## src/rtl/ifetch_pkg.sv

```systemverilog
// Shared types for the instruction fetch front end.
// Entry layout, fetch state and bench filler word.
package ifetch_pkg;

  typedef enum logic {
    FETCH = 1'b0,
    FAULT = 1'b1
  } fetch_state_t;

  typedef struct packed {
    logic [31:0] instr;
    logic [31:0] pc;
    logic        fault;
  } fetch_entry_t;

  localparam logic [31:0] INSTR_NOP = 32'h0000_0013;

endpackage

```

## src/rtl/fetch_queue.sv

```systemverilog
// Synchronous FIFO with push, pop and flush.
// A flush with a same-cycle push leaves exactly that one entry.
module fetch_queue #(
  parameter int DEPTH = 4,
  parameter int WIDTH = 32,
  localparam int AW = (DEPTH > 1) ? $clog2(DEPTH) : 1,
  localparam int CW = $clog2(DEPTH + 1)
) (
  input  logic             clk,
  input  logic             rst,
  input  logic             push,
  input  logic             pop,
  input  logic             flush,
  input  logic [WIDTH-1:0] din,
  output logic [WIDTH-1:0] dout,
  output logic             full,
  output logic             empty,
  output logic [CW-1:0]    count
);

  logic [WIDTH-1:0] mem [DEPTH];
  logic [AW-1:0]    rd_ptr;
  logic [AW-1:0]    wr_ptr;
  logic             do_pop;
  logic             do_push;
  logic             we;
  logic [AW-1:0]    waddr;

  function automatic logic [AW-1:0] nxt(
    input logic [AW-1:0] p
  );
    return (p == AW'(DEPTH - 1)) ? '0 : p + 1'b1;
  endfunction

  assign empty   = (count == '0);
  assign full    = (count == CW'(DEPTH));
  assign do_pop  = pop & ~empty;
  assign do_push = push & (~full | do_pop);
  assign dout    = mem[rd_ptr];
  assign we      = flush ? push : do_push;
  assign waddr   = flush ? '0 : wr_ptr;

  // Pointer and occupancy bookkeeping.
  always_ff @(posedge clk) begin
    if (rst) begin
      rd_ptr <= '0;
      wr_ptr <= '0;
      count  <= '0;
    end else if (flush) begin
      rd_ptr <= '0;
      wr_ptr <= push ? nxt('0) : '0;
      count  <= push ? CW'(1) : '0;
    end else begin
      if (do_push) wr_ptr <= nxt(wr_ptr);
      if (do_pop)  rd_ptr <= nxt(rd_ptr);
      count <= count + CW'(do_push)
                     - CW'(do_pop);
    end
  end

  // Storage array; contents need no reset.
  always_ff @(posedge clk) begin
    if (we) mem[waddr] <= din;
  end

endmodule

```

## src/rtl/ifetch_unit.sv

```systemverilog
// Instruction fetch front end: issues sequential reads,
// queues responses in order and handles redirects.
module ifetch_unit
  import ifetch_pkg::*;
#(
  parameter logic [31:0] RESET_PC = 32'h0000_0000,
  parameter int          DEPTH    = 4,
  parameter int          MAX_OUT  = 2
) (
  input  logic        clk,
  input  logic        rst,
  output logic        instr_valid,
  input  logic        instr_ready,
  output logic [31:0] instr,
  output logic [31:0] instr_pc,
  output logic        instr_fault,
  input  logic        redirect,
  input  logic [31:0] redirect_pc,
  output logic        mem_req_valid,
  input  logic        mem_req_ready,
  output logic [31:0] mem_req_addr,
  input  logic        mem_rsp_valid,
  input  logic [31:0] mem_rsp_data,
  input  logic        mem_rsp_err
);

  localparam int QW = $clog2(DEPTH + 1);
  localparam int OW = $clog2(MAX_OUT + 1);

  fetch_state_t state;
  fetch_state_t state_nxt;
  logic [31:0]  fetch_pc;
  logic [31:0]  pc_nxt;
  logic [OW-1:0] discard;
  logic [OW-1:0] discard_nxt;
  logic [OW-1:0] outstanding;
  logic [QW-1:0] occupancy;
  logic         live;

  fetch_entry_t q_din;
  fetch_entry_t q_dout;
  logic         q_push;
  logic         q_pop;
  logic         q_full;
  logic         q_empty;
  logic [31:0]  tag;
  logic         tag_full;
  logic         tag_empty;

  logic         issue;
  logic         keep;
  logic         stale;
  logic         misaligned;
  logic         credit;

  assign misaligned = redirect_pc[1:0] != 2'b00;
  assign credit = ~q_full & ~tag_full
    & ((32'(occupancy) + 32'(outstanding))
       < 32'(DEPTH))
    & (32'(outstanding) < 32'(MAX_OUT));

  assign mem_req_valid = live & (state == FETCH)
                       & ~redirect & credit;
  assign mem_req_addr  = live ? fetch_pc : '0;
  assign issue = mem_req_valid & mem_req_ready;

  assign keep  = mem_rsp_valid & ~tag_empty
               & (discard == '0);
  assign stale = mem_rsp_valid & (discard != '0);

  assign instr_valid = ~q_empty;
  assign instr       = q_empty ? '0 : q_dout.instr;
  assign instr_pc    = q_empty ? '0 : q_dout.pc;
  assign instr_fault = q_empty ? 1'b0 : q_dout.fault;
  assign q_pop = instr_valid & instr_ready & ~redirect;

  // Queue input: fault entry on a misaligned redirect,
  // otherwise the live response with its PC tag.
  always_comb begin
    q_push = 1'b0;
    q_din  = '0;
    if (redirect) begin
      q_push       = misaligned;
      q_din.pc     = redirect_pc;
      q_din.fault  = 1'b1;
    end else begin
      q_push       = keep;
      q_din.instr  = mem_rsp_err ? '0 : mem_rsp_data;
      q_din.pc     = tag;
      q_din.fault  = mem_rsp_err;
    end
  end

  // Next state, fetch PC and stale-response count.
  always_comb begin
    state_nxt   = state;
    pc_nxt      = fetch_pc;
    discard_nxt = discard;
    if (redirect) begin
      state_nxt   = misaligned ? FAULT : FETCH;
      pc_nxt      = {redirect_pc[31:2], 2'b00};
      discard_nxt = outstanding
                  - OW'(mem_rsp_valid);
    end else begin
      if (keep & mem_rsp_err) state_nxt = FAULT;
      if (issue) pc_nxt = fetch_pc + 32'd4;
      if (stale) discard_nxt = discard - 1'b1;
    end
  end

  // State register.
  always_ff @(posedge clk) begin
    if (rst) state <= FETCH;
    else     state <= state_nxt;
  end

  // Fetch PC, discard count and post-reset gate.
  always_ff @(posedge clk) begin
    if (rst) begin
      fetch_pc <= RESET_PC;
      discard  <= '0;
      live     <= 1'b0;
    end else begin
      fetch_pc <= pc_nxt;
      discard  <= discard_nxt;
      live     <= 1'b1;
    end
  end

  fetch_queue #(
    .DEPTH (DEPTH),
    .WIDTH ($bits(fetch_entry_t))
  ) u_entries (
    .clk   (clk),
    .rst   (rst),
    .push  (q_push),
    .pop   (q_pop),
    .flush (redirect),
    .din   (q_din),
    .dout  (q_dout),
    .full  (q_full),
    .empty (q_empty),
    .count (occupancy)
  );

  fetch_queue #(
    .DEPTH (MAX_OUT),
    .WIDTH (32)
  ) u_tags (
    .clk   (clk),
    .rst   (rst),
    .push  (issue),
    .pop   (mem_rsp_valid),
    .flush (1'b0),
    .din   (fetch_pc),
    .dout  (tag),
    .full  (tag_full),
    .empty (tag_empty),
    .count (outstanding)
  );

endmodule
```

## config.mk

```make
export PLATFORM = sky130hd
export DESIGN_NAME = ifetch_unit
export DESIGN_NICKNAME = d
export VERILOG_FILES = /design/src/rtl/ifetch_pkg.sv /design/src/rtl/fetch_queue.sv /design/src/rtl/ifetch_unit.sv
export SDC_FILE = /design/constraint.sdc
export NUM_CORES = 1
export LEC_CHECK = 0
export ABC_AREA = 1
export CAP_MARGIN = 15
export CORE_ASPECT_RATIO = 1.1
export CORE_MARGIN = 8
export CORE_UTILIZATION = 40
export DETAILED_ROUTE_END_ITERATION = 8
export DONT_BUFFER_PORTS = 1
export PLACE_DENSITY = 0.64
export SLEW_MARGIN = 15
export SYNTH_ARGS = -nofsm -noshare
export SYNTH_HDL_FRONTEND = slang
export SYNTH_SLANG_ARGS = --single-unit
```

## constraint.sdc

```tcl
create_clock -name clk -period 7.42 [get_ports clk]
set_input_delay 1.484 -clock clk [delete_from_list [all_inputs] [get_ports clk]]
set_output_delay 1.484 -clock clk [all_outputs]
set_load 0.02 [all_outputs]
```

Word-level counts from Yosys, hierarchy flattened. Memory sizes are Yosys's and may differ from the RTL's. A register that Yosys moved wholly into a read port is not among the register bits. Cells that the tools add are included.

Bits in registers: 47. Word-level logic and storage cells: 100. Memory bits (writable): 324. Memories kept: 2.

Multiplexer cells: 35. Magnitude comparators: 2. Eq/ne operators: 4. Reduce and logical (&&, ||, !) cells: 10. Add/subtract/negate cells: 12. Bitwise operators: 24.

Memories: u_entries.mem (depth 4, bits a word 65, read ports 1, clocked after memory_dff 1, wr ports 1, RTL line fetch_queue.sv:21) `logic [WIDTH-1:0] mem [DEPTH];`; u_tags.mem (depth 2, bits a word 32, read ports 1, clocked after memory_dff 1, wr ports 1, RTL line fetch_queue.sv:21).

Operator list (number): $mux 32 (7); $mux 33 (1); $add 32x3->32 const B (1); $mux 2 (9); $mux 1 (17); $and 1x1->1 (16); $reduce_bool 2->1 (6); $eq 2x2->1 const B (3); $not 1->1 (6); $add 2x1->2 const B (2); $add 3x2->4 (1); $logic_not 2->1 (2); $lt 4x3->1 const B (1); $sub 2x1->2 (2); $add 3x1->3 (1); $eq 3x3->1 const B (1); $logic_not 3->1 (1); $mux 3 (1); $sub 3x1->3 (1); $add 1x1->1 const B (2); $add 2x1->2 (1); $lt 2x2->1 const B (1); $or 1x1->1 (2); $reduce_or 2->1 (1); $sub 2x1->2 const B (1).

Logic depth before layout (Yosys ltp).
Depth in word-level cells: 10. Mapped depth: 11. Gate-level depth less buffers: 11.

Hierarchy. A second synthesis with hierarchy kept.

Cells, all modules: 1604. Area, all modules: 16936.2 µm².

By module, submodules not included: fetch_queue (u_entries) (instances 1, area each 10417.5 µm², cells an instance 697, sequential area each 7987.7 µm²); ifetch_unit (instances 1, area each 3798.6 µm², cells an instance 766, sequential area each 680.7 µm²); fetch_queue (u_tags) (instances 1, area each 2720.1 µm², cells an instance 141, sequential area each 2021.9 µm²).

Least setup slack after synthesis. No wires, ideal clock.

Kind: input-to-reg. From: input port redirect. To: memory u_entries.mem[1][0] (netlist bit) (enable). Path buffers: 3. Slack: 255 ps. Cell stages on the path: 6. Library setup time: 568 ps. Arrival time: 6596 ps. Cell sequence: buf_6 -> inv_4 -> buf_2 -> buf_2 -> nand2_1 -> nor3_1.

Word-level cells in the longest chain between the ends: 8.

Ends and longest elaborated chain: from (decl) (RTL line ifetch_unit.sv:17) `input logic redirect,`; $not 1->1 (RTL line ifetch_unit.sv:75) `assign q_pop = instr_valid & instr_ready & ~redirect;`; $and 1x1->1 (RTL line ifetch_unit.sv:75); $and 1x1->1 (RTL line fetch_queue.sv:37) `assign do_pop = pop & ~empty;`; $or 1x1->1 (RTL line fetch_queue.sv:38) `assign do_push = push & (~full | do_pop);`; $and 1x1->1 (RTL line fetch_queue.sv:38); $mux 1 (RTL line fetch_queue.sv:40) `assign we = flush ? push : do_push;`; $mux 1 (RTL line fetch_queue.sv:63) `if (we) mem[waddr] <= din;`; $mux 1 (not written as such) (RTL line fetch_queue.sv:63); to (decl) (RTL line fetch_queue.sv:21).

Several ways; a longest one is shown, not always the timed one.

==> results.md <==
* Clk sinks at 368
* Slowest CP cell: buf_4
* Number of cell rows at 76
* Hold-fix buffers at CTS at 0
* Synth Register Bits at 368
* Via count at 10.89k
* Setup TNS at 0 ns
* YS warnings at 0
* Fmax at 215.3 MHz
* Area growth from synthesis to layout at 9.869%
* Synthesized instance count at 1,547
* Async set-reset flop share out of synthesis at 0
* Cell area power density at 283.3 nW/um^2
* Sequential share of power at 0.509
* Core area at 39,080 sq um
* Worst-path clk slew at 0.06 ns
* Non-Filler Instances at 2,048
* Switching pwr at 1.323 mW
* Critical path type: reg -> out
* First-pass GRT wire length at 62.61 mm
* Area of the die at 46,150 sq um
* Hold Vio Cnt, Final at 0
* Final min period at 4.644 ns
* Max-cap violations at 0
* Inst Count DP at 1,980
* Die height at 224.5 um
* Gp weighted congestion at 0.8929
* Synthesized area at 15,810 sq um
* Type of the tightest min-delay check: reg -> reg
* DR iter-0 viols at 795
* Total power at 4.921 mW
* CTS max path bufs at 3
* Slew Limit Fails at 0
* Leakage power at 6.283 nW
* GRT Util Overall at 0.1744
* Period utilisation layout at 0.6258
* Crit Path Max Fanout at 80
* CTS tree: yes
* Unrepaired setup endpoints after global routing: no
* Clock share of power at 0.361
* Crit path buf inv count at 2
* Post-DP HPWL at 25.53 mm
* Setup crit end kind: primary output
* Num CTS Buffers at 38
* Synth unique cells at 39
* Sequential cell area fraction in the yosys report at 0.6686
* Top Family by Delay on Critical Path: buffers and inverters
* Switching fraction of total power at 0.2689
* Root buffer cell: clkbuf_16
* Residual DRC count at 0
* Vias in the first global route at 10.47k
* Register area at 10,580 sq um
* Clk_skew at 0.01453 ns
* DR pass1 iterations at 5
* Post-synth EDFFs at 320
* Drt wl/cell at 20.14 um
* Ys flop type: edfxtp_1
* Via/cell ratio at 5.318
* CP arrival at 3.16 ns
* Setup ws final at 2.776 ns
* Worst relative slew slack at 0.2592
* Worst-path cell chain: clkinv_2, buf_4, o21ai_0, a21oi_1
* Final hold slack at 0.4532 ns
* Int Power at 3.598 mW
* H-tree depth at 2
* # fillers at 3,639
* Antenna violations before repair at 2
* Worst VDD drop at 0.1652 mV
* Worst path max stage delay at 0.69 ns
* Comb power frac at 0.130
* DP Worst Slack at 3.048 ns
* Initial Util at 0.4045
* Startpoint Class: flop
* I/O pin total at 170
* GRT overflow at 0
* Share of layout cells above drive strength 1 at 0.05775
* # diodes at 0
* Setup violators final at 0
* I/O Buffers at 0
* Drt total wl at 41.24 mm
* Clock Latency Late Sink at 0.51 ns
* Post-DRT Antenna Nets at 0
* Setup Buffers After CTS at 0
* # nets final at 1,595
* CP required at 5.94 ns
* Post-CTS resize count at 0
* Largest net degree at the start of global routing at 81
* Die Wd at 205.6 um
* Multi-input logic area at 4566 sq um
* Mean Syn Cell Area at 10.22 sq um
* Slew of the pin with the lowest slew margin at 1.107 ns
* Outcome: complete, no violations
[final timing paths]
check / end / from / slack [ns] / cells past startpoint
worst max-delay path: instr_pc[24] / flop / 2.78 / 4
worst min-delay path: u_tags.rd_ptr / u_tags.rd_ptr / 0.45 / 1
worst max register to register: u_entries.mem[0][24] / u_entries.count[1] / 4.23 / 9
worst min register to register: u_tags.rd_ptr / u_tags.rd_ptr / 0.45 / 1
[worst register-to-register path: stages, from the launching register on]
cell and delay (ns):
dfxtp_1 0.43, inv_1 0.09, nand3_1 0.34, nand3_1 0.19, nand4_1 0.11, nand2_1 0.11
inv_1 0.10, nor2_1 0.12, nor2_4 0.68, buf_4 0.64
[power by group through the flow]
stage | Sequential (mW) | Clock (mW) | Combinational (mW)
after detailed placement | 2.55 | 0 | 0.652
after global placement | 2.54 | 0 | 0.639
final | 2.51 | 1.77 | 0.642
after floorplan | 2.53 | 0 | 0.473
after global routing | 2.52 | 1.88 | 0.714
after CTS | 2.50 | 1.80 | 0.655
[cells by family after synthesis]
| family | count (synthesis) | share of synthesized area |
|---|---|---|
| AO/OA/AOI/OAI | 341 | 0.1104 |
| XOR/XNOR | 8 | 0.004432 |
| flip-flops | 368 | 0.6686 |
| other | 1 | 0.0002372 |
| buffers and inverters | 177 | 0.04543 |
| adder cells (fa/ha/maj) | 11 | 0.009180 |
| AND/OR/NAND/NOR | 641 | 0.1618 |
[synth_stat cells (2+ instances only)]
cell / number / area [sq um]
ha_1: 10 / 125.1
a21oi_1: 96 / 480.5
o21ai_1: 11 / 55.05
nand3_1: 45 / 225.2
nand4_1: 6 / 37.54
xnor2_1: 2 / 17.52
xor2_1: 6 / 52.55
o21bai_1: 5 / 37.54
dfxtp_1: 48 / 960.9
edfxtp_1: 320 / 9609
clkbuf_1: 49 / 183.9
buf_2: 17 / 85.08
buf_4: 4 / 30.03
nand3b_1: 3 / 22.52
inv_2: 3 / 11.26
nor2_1: 380 / 1426
nand2_1: 192 / 720.7
inv_1: 85 / 319.1
buf_6: 2 / 22.52
a31oi_1: 6 / 37.54
o21a_1: 2 / 15.01
o22ai_1: 5 / 31.28
nor2_2: 5 / 31.28
nor3_1: 3 / 15.01
buf_1: 15 / 56.30
o21ai_0: 214 / 1071
[stage by stage]
stage               area (sq um)  utilization
floorplan                  15810            -
global placement           16210       0.4147
detailed placement         16210       0.4147
CTS                        17370       0.4445
global route               17370       0.4445
finish                     17370       0.4445
[flip-flops by register name, indices dropped and copies added, names as in the netlist, 2 cells and up, named ones only]
name and count:
discard 2, fetch_pc 30, u_entries.count 3, u_entries.mem 260, u_entries.rd_ptr 2, u_entries.wr_ptr 2
u_tags.count 2, u_tags.mem 60
[cell type report]
| type | instances | share of cell area |
|---|---|---|
| clock inverter | 14 | 0.004034 |
| inverter | 90 | 0.01966 |
| multi-input combinational | 1003 | 0.2628 |
| tap | 507 | 0.03652 |
| clock buffer | 54 | 0.06295 |
| timing repair buffer | 12 | 0.005186 |
| sequential | 368 | 0.6088 |
[routing by layer]
| metal | part of all wire | track usage | routed length (um) | vias up |
|---|---|---|---|---|
| li1 | - | - | - | 5211 |
| met1 | 0.42 | 0.2320 | 17450 | 5270 |
| met2 | 0.48 | 0.2880 | 19970 | 356 |
| met3 | 0.069 | 0.03440 | 2843 | 52 |
| met4 | 0.023 | 0.04684 | 963 | 2 |
| met5 | 0.00032 | 0 | 13 | - |
[cells in the final DEF (no fill, tap or decap), drive strengths merged, types with 3 or more instances in the layout]
cell / synthesis / final
nand4: 8 / 8
edfxtp: 320 / 320
o22ai: 5 / 5
dfxtp: 48 / 48
nor3: 4 / 4
buf: 38 / 12
o21ai: 225 / 225
nand3b: 3 / 3
o21bai: 5 / 5
xor2: 6 / 6
inv: 89 / 89
a21oi: 96 / 96
clkinv: 1 / 13
ha: 10 / 10
nand2: 194 / 194
clkbuf: 49 / 54
a31oi: 6 / 6
nor2: 386 / 386
nand3: 45 / 45
(Power assumes the default switching activity.)
